===== src/rtl/wb_write_queue.sv =====
// wb_write_queue
//   Selects one of NUM_INPUTS write-back sources, tags the result with a
//   destination register address and queues it in a DEPTH-entry FIFO. The
//   register bank drains the queue under a valid/ready handshake, so it may
//   stall without losing writes. Queued data can be forwarded by address, with
//   the youngest match winning. Writes to register 0 are accepted and dropped.
//
// Ports
//   clk        clock, all state on rising edge
//   reset      asynchronous active-low reset
//   flush      synchronous queue clear (also clears sel_error)
//   selector   source index
//   data_in    flattened sources, source k at [k*DATA_WIDTH +: DATA_WIDTH]
//   in_addr    destination register of the incoming write
//   in_valid   producer has a write
//   in_ready   queue can accept (depends on occupancy only)
//   out_data   head entry data
//   out_addr   head entry address
//   out_valid  head entry present
//   out_ready  register bank consumes head
//   fwd_addr   forwarding lookup address
//   fwd_hit    a queued entry matches fwd_addr
//   fwd_data   data of the youngest matching entry
//   count      occupancy, 0..DEPTH
//   sel_error  sticky flag: a write was accepted with an illegal selector
module wb_write_queue #(
    parameter int DATA_WIDTH = 32,
    parameter int NUM_INPUTS = 6,
    parameter int SEL_WIDTH  = 3,
    parameter int ADDR_WIDTH = 5,
    parameter int DEPTH      = 4
) (
    input  logic                             clk,
    input  logic                             reset,
    input  logic                             flush,
    input  logic [SEL_WIDTH-1:0]             selector,
    input  logic [NUM_INPUTS*DATA_WIDTH-1:0] data_in,
    input  logic [ADDR_WIDTH-1:0]            in_addr,
    input  logic                             in_valid,
    output logic                             in_ready,
    output logic [DATA_WIDTH-1:0]            out_data,
    output logic [ADDR_WIDTH-1:0]            out_addr,
    output logic                             out_valid,
    input  logic                             out_ready,
    input  logic [ADDR_WIDTH-1:0]            fwd_addr,
    output logic                             fwd_hit,
    output logic [DATA_WIDTH-1:0]            fwd_data,
    output logic [$clog2(DEPTH):0]           count,
    output logic                             sel_error
);

    localparam int PTR_W = $clog2(DEPTH);
    localparam int CNT_W = PTR_W + 1;

    logic [DATA_WIDTH-1:0] mem_data [DEPTH];
    logic [ADDR_WIDTH-1:0] mem_addr [DEPTH];
    logic [DEPTH-1:0]      mem_valid;

    logic [PTR_W-1:0]      rd_ptr;
    logic [PTR_W-1:0]      wr_ptr;
    logic [CNT_W-1:0]      count_q;
    logic                  sel_error_q;

    logic [DATA_WIDTH-1:0] sel_data;
    logic                  sel_legal;
    logic                  accept;
    logic                  push;
    logic                  pop;
    logic [PTR_W-1:0]      fwd_idx;

    // Source selection. An out-of-range selector yields zero data; the write
    // itself still proceeds and is flagged via sel_error.
    always_comb begin
        // NOTE: every combinational output gets a default before any
        // conditional assignment, otherwise a latch is inferred.
        sel_data  = '0;
        sel_legal = 1'b0;
        for (int k = 0; k < NUM_INPUTS; k++) begin
            if (selector == SEL_WIDTH'(k)) begin
                sel_data  = data_in[k*DATA_WIDTH +: DATA_WIDTH];
                sel_legal = 1'b1;
            end
        end
    end

    // in_ready looks only at occupancy, so the producer never sees a
    // combinational path through in_valid or out_ready.
    assign in_ready  = (count_q < CNT_W'(DEPTH));
    assign out_valid = (count_q != '0);
    assign accept    = in_valid & in_ready;
    assign push      = accept & (in_addr != '0);
    assign pop       = out_valid & out_ready;

    // Gate with out_valid so the un-reset storage never leaks to the outputs.
    assign out_data  = out_valid ? mem_data[rd_ptr] : '0;
    assign out_addr  = out_valid ? mem_addr[rd_ptr] : '0;
    assign count     = count_q;
    assign sel_error = sel_error_q;

    // Entry payload storage.
    // NOTE: payload storage carries no reset; the per-entry valid bits below
    // are the only state that decides whether a slot's contents are meaningful.
    always_ff @(posedge clk) begin
        if (push) begin
            mem_data[wr_ptr] <= sel_data;
            mem_addr[wr_ptr] <= in_addr;
        end
    end

    // Queue control: pointers, occupancy, valid bits and the sticky error.
    always_ff @(posedge clk or negedge reset) begin
        if (!reset) begin
            // NOTE: sequential state is updated with non-blocking assignments
            // so every register samples the pre-edge values of the others.
            rd_ptr      <= '0;
            wr_ptr      <= '0;
            count_q     <= '0;
            mem_valid   <= '0;
            sel_error_q <= 1'b0;
        end else if (flush) begin
            // Flush wins over any push or pop presented in the same cycle.
            rd_ptr      <= '0;
            wr_ptr      <= '0;
            count_q     <= '0;
            mem_valid   <= '0;
            sel_error_q <= 1'b0;
        end else begin
            // Push and pop never target the same slot: that would need the
            // queue to be both empty (for push) and non-empty (for pop) at once,
            // or full and accepting.
            if (push) begin
                mem_valid[wr_ptr] <= 1'b1;
                wr_ptr            <= wr_ptr + 1'b1;
            end
            if (pop) begin
                mem_valid[rd_ptr] <= 1'b0;
                rd_ptr            <= rd_ptr + 1'b1;
            end
            case ({push, pop})
                2'b10:   count_q <= count_q + 1'b1;
                2'b01:   count_q <= count_q - 1'b1;
                default: count_q <= count_q;
            endcase
            if (accept && !sel_legal) begin
                sel_error_q <= 1'b1;
            end
        end
    end

    // Forwarding: walk from oldest (rd_ptr) to youngest so the last match
    // written is the youngest. Only committed entries take part; a write
    // being pushed this cycle is not yet visible, while the entry being
    // popped this cycle still is.
    always_comb begin
        fwd_hit  = 1'b0;
        fwd_data = '0;
        fwd_idx  = '0;
        for (int i = 0; i < DEPTH; i++) begin
            fwd_idx = rd_ptr + PTR_W'(i);
            if (fwd_addr != '0 && mem_valid[fwd_idx] &&
                mem_addr[fwd_idx] == fwd_addr) begin
                fwd_hit  = 1'b1;
                fwd_data = mem_data[fwd_idx];
            end
        end
    end

endmodule


===== config.mk =====
export PLATFORM = sky130hd
export DESIGN_NAME = wb_write_queue
export DESIGN_NICKNAME = d
export VERILOG_FILES = /design/src/rtl/wb_write_queue.sv
export SDC_FILE = /design/constraint.sdc
export NUM_CORES = 1
export LEC_CHECK = 0
export BUFFER_PORTS_ARGS = -buffer_cell sky130_fd_sc_hd__buf_2
export CAP_MARGIN = 20
export CORE_MARGIN = 2
export CORE_UTILIZATION = 59
export CTS_CLUSTER_SIZE = 24
export DETAILED_ROUTE_END_ITERATION = 12
export PLACE_DENSITY = 0.87
export SLEW_MARGIN = 0
export SYNTH_ARGS = -nofsm -noshare
export SYNTH_HDL_FRONTEND = slang
export SYNTH_SLANG_ARGS = --single-unit

===== constraint.sdc =====
create_clock -name clk -period 11.55 [get_ports clk]
set_input_delay 1.155 -clock clk [delete_from_list [all_inputs] [get_ports clk]]
set_output_delay 1.155 -clock clk [all_outputs]
set_load 0.03 [all_outputs]

==> After elaboration in Yosys (flattened, before gate mapping) <==
Memories as Yosys holds them, arrays and structs flattened.
Index checks and enable logic that the tools add are counted.
{ "totals": {"ff_bits": 12, "ramBits": 148, "inputBits": 210, "output_inout_bits": 76, "word_cells": 106, "n_memories": 2} }
{ "op_classes": {"n_addsub": 6, "magnitude_cmp": 8, "n_eq_ne": 11, "n_mux": 48, "bitwise": 6, "n_reduce_logical": 20} }
{ "mem_list": {"columns": ["memory", "words", "width", "rd", "rd_ports_with_merged_regs", "write_ports", "line", "text"], "rows": [
  ["mem_data", 4, 32, 4, 0, 1, "55", "logic [DATA_WIDTH-1:0] mem_data [DEPTH];"],
  ["mem_addr", 4, 5, 4, 0, 1, "56", "logic [ADDR_WIDTH-1:0] mem_addr [DEPTH];"]
]} }
{ "ops": {"columns": ["operator", "count"], "rows": [
  ["$mux W32", 11],
  ["$eq A5 B5 Y1", 4],
  ["$mux W1", 20],
  ["$mux W4", 4],
  ["$lt A2 B3 Y1 const B", 5],
  ["$logic_and A1 B1 Y1", 11],
  ["$reduce_bool A5 Y1", 2],
  ["$bmux W1 S2", 4],
  ["$mux W2", 4],
  ["$eq A3 B2 Y1 const B", 2],
  ["$eq A3 B3 Y1 const B", 2],
  ["$pmux W3 S2", 1],
  ["$reduce_bool A2 Y1", 3],
  ["$reduce_bool A3 Y1", 2],
  ["$mux W5", 1],
  ["$add A2 B1 Y2 const B", 2],
  ["$add A2 B2 Y2 const B", 2],
  ["$and A4 B4 Y4", 1],
  ["$demux W1 S2", 2],
  ["$ge A2 B1 Y1 const B", 2],
  ["$not A4 Y4", 1],
  ["$or A4 B4 Y4", 1],
  ["$add A3 B1 Y3 const B", 1],
  ["$and A1 B1 Y1", 3],
  ["8 further kinds", 8]
]} }

==> Logic depth before layout (Yosys ltp) <==
{ "depth": {"depth_word": 11, "ltp_mapped": 17, "ltp_nobuf": 8} }

==> Least setup slack after synthesis <==
Ideal clock, no wire load.
{ "synth_timing": {"path_type": "register -> output", "start": "reg rd_ptr[0]", "end": "out fwd_data[11]", "arrival_ps": 4535, "required_ps": 10395, "slack_ps": 5860, "stages_incl_launch_ff": 18, "path_buffers": 11, "path_cell_list": "dfrtp_1 -> buf_6 -> buf_6 -> buf_6 -> buf_2 -> buf_2 -> clkbuf_1 -> inv_1 -> ha_1 -> buf_2 -> buf_2 -> buf_2 -> buf_1 -> clkbuf_1 -> nand2_1 -> o21ai_0 -> nand2_1 -> a311oi_1"} }
{ "synth_between": {"elab_chain_cells": 8, "word_cells_on_any_way": 29, "cone_classes": "add/sub (3); eq/ne (4); mux (12); reduce/logical (8); memory (2)"} }
{ "synth_lines": {"columns": ["item", "line", "text"], "rows": [
  ["start, declared", "59", "logic [PTR_W-1:0] rd_ptr;"],
  ["start signal, assigned", "137", "rd_ptr <= rd_ptr + 1'b1;"],
  ["branches (longest 7 deep; another with $mem_v2 Z4 W5)", null, null],
  ["$mux W32 (*)", "160", "if (fwd_addr != '0 && mem_valid[fwd_idx] &&"],
  ["end, declared", "47", "output logic [DATA_WIDTH-1:0] fwd_data,"]
]} }
Mark *: on every way between the ends. The select of a mux whose other input is x is not followed.

==> Worst setup path in the final report <==
{ "layout_timing": {"start": "reg rd_ptr[0]", "end": "out fwd_data[28]"} }
The elaborated chain is that of the path after synthesis.

==> results.md <==
- Status: completed
- Setup CP Type: flop to primary output
- RSZ-0062 raised after global routing: false
- IO Port Bufs: 285
- 1st-iter DRT viols: 938
- Post-synth ARST share: 7.50%
- Gate Count Post-Synth: 988
- Main flop type after synthesis: edfxtp_1
- Family with the most delay on the worst path: buffers and inverters
- Post-synthesis sequential area ratio: 40.5%
- Die Ht: 145 um
- Pwr Total: 2.66 mW
- Worst r2r path cells: 5
- Gr usage total: 33.9%
- Clock Power Share: 19.1%
- Die ar.: 21000 um2
- Post-CTS setup buffer count: 0
- CP Launch Type: flop
- CTS Buf Count: 17
- WL final: 35700 um
- Final hold violation count: 0
- # setup viols final: 0
- Max stage delay on crit path: 0.93 ns
- Fin cells: 1496
- Share of layout cells above drive strength 1: 39.6%
- Syn Nets: 1207
- Final instance area: 13800 um2
- Root Buffer: clkbuf_16
- Main combinational cell family by area after synthesis: multiplexers
- Sw Pwr: 1.07 mW
- Synth cell types: 52
- Number of synthesized register bits: 160
- Grt total ovfl: 0
- I/O pin total: 286
- Most frequent cells in the layout: 285 x buf_2, 148 x edfxtp_1, 103 x mux4_2
- Worst vdd ir: 0.000125 V
- Setup TNS: 0 ns
- Worst hold stages: 1
- Core area: 19500 um2
- Register share of total power: 30.1%
- CTS Hold Bufs: 0
- Path category of the worst min-delay check: flop to flop
- Synth Area in XOR/XNOR: 1.79%
- Vias: 9863
- Final Wtd Congestion: 0.971
- Synth Cell Area: 11700 um2
- Die Wd: 145 um
- Seq. cell area: 4750 um2
- CTS tree: yes
- Longest Clk Path Bufs: 2
- CTS sink count: 160
- Max stage delay cell, worst path: buf_4
- Critical Path Sink Type: primary output
- Worst-path clk slew: 0.06 ns
- Cell mode on critical path: buf_4
- CP Buf/Inv Count: 4
- CP Cell Sequence: buf_4 -> buf_4 -> mux4_2 -> xnor2_1 -> nand4_1 -> nor2_2 -> buf_4 -> nand3b_1 -> a311oi_1 -> buf_2
- Most common cell after layout, fill and taps aside: buf_2
- Placed Cells incl. Taps: 1454
- Largest net degree at the start of global routing: 80
- Fill count: 1317
- DRT antenna net count: 0
- Initial core utilization: 60.2%
- Area of the multi-input gates: 6520 um2
- Synth Area in Simple Gates: 13.1%
- Placed cell area: 13200 um2
- Reg2reg end: rd_ptr[1]
- Hold Crit Start: count[2]
- Worst EP required: 10.40 ns
- LEAKAGE: 5.01 nW
- Vias per inst: 6.59
- Resized cells post-CTS: 0
- DRC violations left: 0
- PD cells: 193 nW/um2
- Slew Limit Fails: 0
- Max-Cap Viols: 0
- Internal Power: 1.59 mW
- EDFF count, synth: 148
- R2R Path Start: rd_ptr[0]
- Synthesized area per cell: 11.9 um2
- Mux cell area share after synthesis: 27.7%
- Post-synthesis compound-gate area fraction: 11.8%
- Area grow syn2layout: 17.8%
- H-tree depth: 4
- Std-Cell Rows: 51
- Min cycle time layout: 7.18 ns
- Worst slew pin tran: 1.18 ns
- Clock Skew: 0.00485 ns
- Worst Hold Endpoint: count[2]
- DP Wirelength: 25500 um
- Vias in the first global route: 9757
- Synth warn: 0
- Fmax: 139 MHz
- Critical Path Fanout Max: 64
- Post-Synth Adder-Cell Area: 1.02%
- DRT Pass-1 Iters: 7
- Routed WL per cell: 23.8 um
- Initial antenna violation count: 5
- Clk_lat worst skew: 0.43 ns
- Worst Path Arrival: 6.03 ns
- Final #Nets: 1432
- Comb power frac: 50.8%
- Slew HR: 21.4%
- First-pass GRT wire length: 54700 um
- Sw Share: 40.3%
- FF-to-FF setup slack: 8.70 ns
- Final clock period utilization by the worst path: 62.2%
-- cells in the mapped netlist, drive strengths merged, types with 2 or more instances --
library cell,number,area share (%)
a211oi,27,2.2
a21oi,30,1.3
a22oi,27,1.7
a311oi,21,1.6
and2,65,3.5
buf,39,1.9
clkbuf,59,1.9
dfrtp,12,2.6
edfxtp,148,38
ha,8,0.85
inv,12,0.38
mux2,24,2.3
mux2i,64,5.6
mux4,103,20
nand2,98,3.1
nand3,2,0.085
nand3b,31,2.0
nor2,48,1.6
nor2b,11,0.59
nor3,34,1.5
nor4,2,0.11
o21ai,48,2.0
o21bai,2,0.13
o221ai,26,1.9
o22ai,5,0.27
or3,4,0.21
or4,2,0.13
xnor2,17,1.3
xor2,7,0.52
-- state kept, by name, indices dropped and copies added (netlist names) --
signal / count
sel_error: 1
mem_addr: 20
count: 3
wr_ptr: 2
mem_data: 128
mem_valid: 4
rd_ptr: 2
-- power groups by stage --
stage / Combinational (mW) / Clock [mW] / Sequential [mW]
2_1_floorplan: 1.05 / 0 / 0.775
3_3_place_gp: 1.30 / 0 / 0.803
3_5_place_dp: 1.32 / 0 / 0.812
4_1_cts: 1.33 / 0.510 / 0.801
5_1_grt: 1.44 / 0.532 / 0.812
6_report: 1.35 / 0.508 / 0.801
-- cell type report --
type / count / share of cell area (%)
antenna: 5 / 0.0906
clock buffer: 19 / 3.13
tap: 265 / 2.40
sequential: 160 / 34.4
timing repair buffer: 304 / 11.8
inverter: 12 / 0.326
multi-input combinational: 718 / 47.2
clock inverter: 13 / 0.706
-- worst register-to-register path, cell delays in order, from the launching register on --
cell	delay, ns
dfrtp_4	0.87
inv_1	0.22
ha_4	0.59
buf_4	0.70
nand2_1	0.13
a21oi_1	0.23
-- through the flow --
| stage | setup WS [ns] | hold WS [ns] | util, % |
|---|---|---|---|
| 2_1_floorplan | 5.86 | 0.558 | - |
| 3_3_place_gp | 5.03 | 0.515 | 67.7 |
| 3_5_place_dp | 4.85 | 0.534 | 67.7 |
| 4_1_cts | 4.36 | 0.553 | 70.5 |
| 5_1_grt | 3.93 | 0.585 | 71.0 |
| 6_report | 4.37 | 0.547 | 71.0 |
-- logic make-up (layout without fill, tap and decap cells) --
logic type | after synthesis | count (layout)
fa+ha+maj | 9 | 9
buf+inv | 110 | 348
other cells | 0 | 5
simple gates | 302 | 302
compound gates | 192 | 192
xor+xnor | 24 | 24
flops | 160 | 160
mux | 191 | 191
-- how the worst max path moves through the flow --
| stage | depth (start not counted) | from | slack [ns] | end |
|---|---|---|---|---|
| 2_1_floorplan | 17 | rd_ptr[0] | 5.86 | fwd_data[11] |
| 5_1_grt | 10 | rd_ptr[0] | 3.93 | fwd_data[28] |
| 3_5_place_dp | 10 | rd_ptr[0] | 4.85 | fwd_data[28] |
| 4_1_cts | 10 | rd_ptr[0] | 4.36 | fwd_data[28] |
| 6_report | 10 | rd_ptr[0] | 4.37 | fwd_data[28] |
| 3_3_place_gp | 10 | rd_ptr[0] | 5.03 | fwd_data[28] |
-- metal layers --
layer | GRT usage [%] | part of all wire, % | vias to the layer above
met4 | 17.5 | 4.7 | 0
li1 | - | - | 4331
met3 | 7.20 | 10 | 109
met5 | 0 | 0 | -
met1 | 41.5 | 35 | 4793
met2 | 57.0 | 50 | 630
No activity file was read; power rests on OpenSTA's default activity.
